File: config.mk
export PLATFORM = sky130hd
export DESIGN_NAME = nand_vec_unit
export DESIGN_NICKNAME = d
export VERILOG_FILES = /design/src/rtl/nand_pkg.sv /design/src/rtl/nand_logic_core.sv /design/src/rtl/nand_vec_unit.sv
export SDC_FILE = /design/constraint.sdc
export NUM_CORES = 1
export LEC_CHECK = 0
export ABC_AREA = 1
export BUFFER_PORTS_ARGS = -buffer_cell sky130_fd_sc_hd__buf_2
export CAP_MARGIN = 25
export CORE_ASPECT_RATIO = 1.4
export CORE_MARGIN = 3
export CORE_UTILIZATION = 40
export DETAILED_ROUTE_END_ITERATION = 10
export GPL_TIMING_DRIVEN = 1
export REMOVE_ABC_BUFFERS = 1
export SYNTH_ARGS = -nofsm -noshare
export SYNTH_HDL_FRONTEND = slang
export SYNTH_HIERARCHICAL = 1
export SYNTH_SLANG_ARGS = --single-unit
File: constraint.sdc
create_clock -name clk -period 1.94 [get_ports clk]
set_clock_uncertainty 0.15 [all_clocks]
set_input_delay 0.388 -clock clk [delete_from_list [all_inputs] [get_ports clk]]
set_output_delay 0.388 -clock clk [all_outputs]
set_load 0.03 [all_outputs]
File: src/rtl/nand_pkg.sv
// Shared types for the NAND-derived vector logic unit.
// Holds the op-code enum and its width.
package nand_pkg;

  localparam int OP_W = 3;

  typedef enum logic [OP_W-1:0] {
    OP_NAND  = 3'd0,
    OP_AND   = 3'd1,
    OP_OR    = 3'd2,
    OP_NOR   = 3'd3,
    OP_XOR   = 3'd4,
    OP_XNOR  = 3'd5,
    OP_NOT_A = 3'd6,
    OP_PASS  = 3'd7
  } op_e;

endpackage

File: src/rtl/nand_logic_core.sv
// Combinational bitwise op unit built only from 2-input NANDs.
// Ports: a, b (WIDTH) operands; op select; y (WIDTH) result.
module nand_logic_core
  import nand_pkg::*;
#(
  parameter int WIDTH = 16
) (
  input  logic [WIDTH-1:0] a,
  input  logic [WIDTH-1:0] b,
  input  op_e              op,
  output logic [WIDTH-1:0] y
);

  function automatic logic [WIDTH-1:0] nd(
    input logic [WIDTH-1:0] x,
    input logic [WIDTH-1:0] z
  );
    return ~(x & z);
  endfunction

  logic [WIDTH-1:0] n;
  logic [WIDTH-1:0] na;
  logic [WIDTH-1:0] nb;
  logic [WIDTH-1:0] t_and;
  logic [WIDTH-1:0] t_or;
  logic [WIDTH-1:0] t_nor;
  logic [WIDTH-1:0] ta;
  logic [WIDTH-1:0] tb;
  logic [WIDTH-1:0] t_xor;
  logic [WIDTH-1:0] t_xnor;
  logic [WIDTH-1:0] t_pass;

  assign n      = nd(a, b);
  assign na     = nd(a, a);
  assign nb     = nd(b, b);
  assign t_and  = nd(n, n);
  assign t_or   = nd(na, nb);
  assign t_nor  = nd(t_or, t_or);
  assign ta     = nd(a, n);
  assign tb     = nd(b, n);
  assign t_xor  = nd(ta, tb);
  assign t_xnor = nd(t_xor, t_xor);
  assign t_pass = nd(na, na);

  always_comb begin
    y = '0;
    unique case (op)
      OP_NAND:  y = n;
      OP_AND:   y = t_and;
      OP_OR:    y = t_or;
      OP_NOR:   y = t_nor;
      OP_XOR:   y = t_xor;
      OP_XNOR:  y = t_xnor;
      OP_NOT_A: y = na;
      OP_PASS:  y = t_pass;
    endcase
  end

endmodule

File: src/rtl/nand_vec_unit.sv
// Two-stage elastic pipeline around nand_logic_core with result
// flags and a wrapping delivered-result counter.
// Ports: clk, reset (sync, active-high); in_valid/in_ready with
// in_a, in_b, in_op; out_valid/out_ready with out_y, out_zero,
// out_ones; result_cnt counts output handshakes.
module nand_vec_unit
  import nand_pkg::*;
#(
  parameter int WIDTH = 16,
  parameter int CNT_W = 16
) (
  input  logic             clk,
  input  logic             reset,
  input  logic             in_valid,
  output logic             in_ready,
  input  logic [WIDTH-1:0] in_a,
  input  logic [WIDTH-1:0] in_b,
  input  logic [OP_W-1:0]  in_op,
  output logic             out_valid,
  input  logic             out_ready,
  output logic [WIDTH-1:0] out_y,
  output logic             out_zero,
  output logic             out_ones,
  output logic [CNT_W-1:0] result_cnt
);

  logic             s1_valid;
  logic [WIDTH-1:0] s1_a;
  logic [WIDTH-1:0] s1_b;
  op_e              s1_op;

  logic             s2_valid;
  logic [WIDTH-1:0] s2_y;
  logic             s2_zero;
  logic             s2_ones;

  logic [WIDTH-1:0] core_y;
  logic             s1_load;
  logic             s2_load;
  logic             out_fire;

  // A stage loads when empty or when its beat leaves this cycle.
  assign s2_load  = s1_valid & (~s2_valid | out_ready);
  assign in_ready = ~s1_valid | s2_load;
  assign s1_load  = in_valid & in_ready;
  assign out_fire = s2_valid & out_ready;

  nand_logic_core #(
    .WIDTH(WIDTH)
  ) u_core (
    .a (s1_a),
    .b (s1_b),
    .op(s1_op),
    .y (core_y)
  );

  always_ff @(posedge clk) begin
    if (reset) begin
      s1_valid <= 1'b0;
    end else if (in_ready) begin
      s1_valid <= in_valid;
    end
  end

  always_ff @(posedge clk) begin
    if (s1_load) begin
      s1_a  <= in_a;
      s1_b  <= in_b;
      s1_op <= op_e'(in_op);
    end
  end

  // Output data is reset so an idle unit shows y=0 with zero set.
  always_ff @(posedge clk) begin
    if (reset) begin
      s2_valid <= 1'b0;
      s2_y     <= '0;
      s2_zero  <= 1'b1;
      s2_ones  <= 1'b0;
    end else if (s2_load) begin
      s2_valid <= 1'b1;
      s2_y     <= core_y;
      s2_zero  <= (core_y == '0);
      s2_ones  <= &core_y;
    end else if (out_ready) begin
      s2_valid <= 1'b0;
    end
  end

  always_ff @(posedge clk) begin
    if (reset) begin
      result_cnt <= '0;
    end else if (out_fire) begin
      result_cnt <= result_cnt + 1'b1;
    end
  end

  assign out_valid = s2_valid;
  assign out_y     = s2_y;
  assign out_zero  = s2_zero;
  assign out_ones  = s2_ones;

endmodule

# Word level (Yosys, flattened, before mapping)
# Index checks and enable logic that the tools add are counted.
[op_classes] bitwise_logic=29 addsub=1 mux=3 reduce_logical=4 eq_ne=7
[ops] operator="AND 16 bit" n=11
[ops] operator="inverter 16 bit" n=11
[ops] operator="case mux 16 bit (8 select lines)" n=1
[ops] operator="adder 16 x 1 -> 16 bit (second input constant)" n=1
[ops] operator="zero test 16 bit" n=1
[ops] operator="AND reduction 16 bit" n=1
[ops] operator="== test 3 bit (second input constant)" n=4
[ops] operator="== test 3 x 2 -> 1 bit (second input constant)" n=2
[ops] operator="AND 1 bit" n=3
[ops] operator="== test 3 x 1 -> 1 bit (second input constant)" n=1
[ops] operator="zero test 3 bit" n=1
[ops] operator="2-to-1 mux 1 bit" n=2
[ops] operator="inverter 1 bit" n=2
[ops] operator="OR 1 bit" n=2
[ops] operator="nonzero test 2 bit" n=1
[totals] elab_cells=53 reg_bits=71 in_bits=39 out_inout_bits=36

# Longest topological paths before layout
[logic_depth] depth_word=10 mapped_depth=13

# By module
# The synthesis kept the hierarchy.
[modules_own_cells] mod="nand_vec_unit" n_inst=1 cells_each=257 area_per_inst_um2=2618.8
[modules_own_cells] mod="nand_logic_core" n_inst=1 cells_each=369 area_per_inst_um2=1960.6

# Worst setup path after synthesis
# OpenSTA, ideal clock, no wires.
[synth_timing] path_type="register -> register" startpoint="reg s2_valid (netlist: out_valid)" endpoint="reg s1_a[0] (enable)" setup_time_ns=0.390 t_arrival_ns=1.603 path_stages_with_launch=4 slack_ns=-0.203 required_ns=1.400 n_path_buf=0 cell_sequence="dfxtp_1 nand3_1 nand2_1 inv_1"
[synth_between] elab_chain_cells=5
[synth_rtl] item="start, declared" line="nand_vec_unit.sv:32" source="logic s2_valid;"
[synth_rtl] item="start signal, assigned" line="nand_vec_unit.sv:76" source="s2_valid <= 1'b0;"
[synth_rtl] item="start signal, assigned" line="nand_vec_unit.sv:81" source="s2_valid <= 1'b1;"
[synth_rtl] item="start signal, assigned" line="nand_vec_unit.sv:86" source="s2_valid <= 1'b0;"
[synth_rtl] item="inverter 1 bit" line="nand_vec_unit.sv:43" source="assign s2_load = s1_valid & (~s2_valid | out_ready);"
[synth_rtl] item="OR 1 bit" line="nand_vec_unit.sv:43"
[synth_rtl] item="AND 1 bit" line="nand_vec_unit.sv:43"
[synth_rtl] item="OR 1 bit" line="nand_vec_unit.sv:44" source="assign in_ready = ~s1_valid | s2_load;"
[synth_rtl] item="named net in_ready" line="nand_vec_unit.sv:15" source="output logic in_ready,"
[synth_rtl] item="AND 1 bit" line="nand_vec_unit.sv:45" source="assign s1_load = in_valid & in_ready;"
[synth_rtl] item="named net s1_load" line="nand_vec_unit.sv:38" source="logic s1_load;"
[synth_rtl] item="end signal, assigned" line="nand_vec_unit.sv:67" source="s1_a <= in_a;"
[synth_rtl] item="end, declared" line="nand_vec_unit.sv:28" source="logic [WIDTH-1:0] s1_a;"
# The timed path passes the listed nets, and every way through them passes these cells.
# A chain may end at the register's enable or synchronous reset.

# Worst setup path after layout
[layout_timing] startpoint="reg s1_op[0]" endpoint="reg s2_ones (netlist: out_ones)"
[layout_between] elab_chain_cells=3 elab_cells_between_ends=10
[layout_rtl] item="start, declared" line="nand_vec_unit.sv:30" source="op_e s1_op;"
[layout_rtl] item="start signal, assigned" line="nand_vec_unit.sv:69" source="s1_op <= op_e'(in_op);"
[layout_rtl] item="== test 3 bit, or another cell as far along" line="nand_logic_core.sv:47" source="unique case (op)"
[layout_rtl] item="case mux 16 bit (8 select lines) *" line="nand_logic_core.sv:47"
[layout_rtl] item="named net core_y[11]" line="nand_vec_unit.sv:37" source="logic [WIDTH-1:0] core_y;"
[layout_rtl] item="AND reduction 16 bit *" line="nand_vec_unit.sv:84" source="s2_ones <= &core_y;"
[layout_rtl] item="end signal, assigned" line="nand_vec_unit.sv:84"
[layout_rtl] item="end, declared" line="nand_vec_unit.sv:35" source="logic s2_ones;"
# Mark *: on every way through the listed nets, which the timed path passes. The rest lies on a longest branch.

==> flow_metrics.tcl <==
set metrics [dict create \
    drt_wl_total_mm 11.2 \
    crit_path_max_fanout 10 \
    clock-root-buffer "clkbuf_16" \
    grt_setup_unrepaired "true" \
    worstHoldPathType "in -> reg" \
    dp_hpwl_mm 8.19 \
    drt_iter0_markers 297 \
    grt_overflow_total 0 \
    die_h_um 133 \
    clock_latency_ns 0.33 \
    grtUsageTotal_pct 18.0 \
    numCtsBuffers 9 \
    p_per_area_nw_per_um2 693 \
    antenna_cells 0 \
    synth_seq_cells 71 \
    violations "negative setup slack" \
    clock_path_buffers 2 \
    avgSynthCellArea_sq_um 7.32 \
    cts_tree "yes" \
    status "complete, but fails checks" \
    io_pins 75 \
    cts.sinks 71 \
    yosysTopAreaCell "edfxtp_1" \
    grt_pass1_vias 4117 \
    vias 4328 \
    drv_cap 0 \
    synth_top_area_share_pct 23.0 \
    antenna_found_initial 0 \
    synth_seq_area_share_pct 38.7 \
    dpl.cell_count 844 \
    placementRows 45 \
    ir_drop_mv 0.402 \
    design_area_sq_um 5620 \
    initial_core_util_pct 41.5 \
    p_leak_nw 2.87 \
    critPathLaunchType "register" \
    drive_above_1_share_pct 19.9 \
    fin_ws_ns -0.0108 \
    tightest_slew_ns 0.415 \
    yosys_warnings 6 \
    crit_chain "buf_12 > nor2_4 > buf_6 > nand3_1 > nand2_1 > nor2_1 > nand3_1 > inv_1 > buf_4 > nor2_1 > nand3_1 > a21oi_1" \
    crit_required_ns 2.05 \
    gp_congestion 0.866 \
    ant_nets 0 \
    cts_max_level 3 \
    vias_per_cell 5.00 \
    synth_area_leaders "edfxtp_1, dfxtp_1, inv_1" \
    syn_area_sq_um 4580 \
    die_area_sq_um 12800 \
    synthCells 626 \
    port_buffers 74 \
    crit_slowest_cell "edfxtp_1" \
    max_freq_ghz 0.513 \
    criticalPathCategory "reg -> reg" \
    nNetsFinal 791 \
    drc 0 \
    path_clk_slew_ns 0.06 \
    grt_max_degree 36 \
    chipWidth_um 96.4 \
    finalNonFillerCells 865 \
    core-area_sq_um 11000 \
    post-route-period-util_pct 101 \
    pre_cts_ws_ns -0.0494 \
    slew_headroom_pct 72.3 \
    dpl_cell_area_sq_um 5270 \
    finalSetupViolCount 1 \
    arrival_ns 2.06 \
    period_needed_ns 1.95 \
    crit_top_cell "nand3_1" \
    slew_viol_final 0 \
    endpoint_kind "register" \
    total_power_mw 3.90 \
    drtPass1Iterations 4 \
    routedWlPerCell_um 13.0 \
    slowest_delay_ns 0.47 \
    final_hold_viol_count 0 \
    area_growth_syn_to_layout_pct 22.8 \
    post_synth_num_cell_types 26 \
    grt_pass1_wl_mm 18.5 \
]
synthesized netlist by cell type, drive strengths merged:
cell    count
nand4      56
a211oi      2
o21bai      1
o21ai      20
a21oi      26
clkbuf      7
buf        26
inv       118
dfxtp      36
nor2       81
nand3      77
nor3        6
ha         33
nand2     101
edfxtp     35
o21a        1
through the flow:
step	hold slack [ns]	utilization, %	TNS (ns)
floorplan	0.307	-	-17.01
global placement	0.300	47.7	-0.00624
detailed placement	0.315	47.7	-0.0699
CTS	0.0634	50.3	-0.00148
global route	0.0672	50.9	-0.465
finish	0.0781	50.9	-0.0108
logic make-up (layout without fill, tap and decap cells):
logic type,after synthesis,in the layout,synth area share (%)
and+or+nand+nor,321,321,32.7
buffers and inverters,151,249,13.9
DFF,71,71,38.7
AOI/OAI and AO/OA,50,50,5.68
adders and majority gates,33,33,9.02
repair_timing:
action                                  in CTS  in global routing
buffers inserted                             2                  2
endpoints found under the setup margin       2                  5
pin swaps                                    2                  1
cloned                                       0                  1
hold buffers                                 0                  0
gates resized for setup                      4                  6
cell type report:
class / count / area [sq um]
repair buffers: 115 / 769
fillers: 1103 / 5410
well taps: 141 / 176
clock inverters: 1 / 5.00
multi-input cells: 404 / 2200
inverters: 118 / 445
flip-flops and latches: 71 / 1770
clock buffers: 15 / 258
flip-flops by register name, indices dropped and copies added, names as in the netlist:
| name | cells |
|---|---|
| out_ones | 1 |
| out_valid | 1 |
| out_y | 16 |
| out_zero | 1 |
| result_cnt | 16 |
| s1_a | 16 |
| s1_b | 16 |
| s1_op | 3 |
| s1_valid | 1 |
report_power, final:
group | internal, mW | switching (mW)
Combinational | 0.275 | 0.442
Sequential | 1.66 | 0.0513
Clock | 0.900 | 0.573
placed cells by master, fill, tap and decap left out, types with 6 or more instances in the layout:
cell type	instances
edfxtp_1	35
ha_1	33
buf_4	32
nand3_1	76
a21oi_1	26
dfxtp_1	36
nand4_1	56
nand2_1	99
buf_2	74
inv_1	113
clkbuf_16	10
nor2_1	74
nor2_2	6
o21ai_0	20
critical path: cells and delay by family (launching register included):
family / cells / cell delay, ns
compound gates: 1 / 0.11
buf+inv: 4 / 0.55
flops: 1 / 0.47
simple gates: 7 / 0.62
path summary, 6_finish.rpt:
check / slack [ns] / startpoint / to / cells after the start
worst min register to register: 0.32 / out_zero / out_zero / 2
worst max-delay path: -0.01 / s1_op[0] / out_ones / 12
worst max register to register: -0.01 / s1_op[0] / out_ones / 12
worst min-delay path: 0.08 / in_a[14] / s1_a[14] / 1
per-layer routing:
layer / routed length, um / part of all wire (%) / GRT usage [%] / vias up
met3: 524 / 4.7 / 2.90 / 23
met1: 4870 / 43 / 22.7 / 1959
met5: 0 / 0 / 0 / -
met4: 247 / 2.2 / 8.03 / 0
met2: 5570 / 50 / 29.9 / 118
li1: - / - / - / 2228
(Power assumes the default switching activity.)
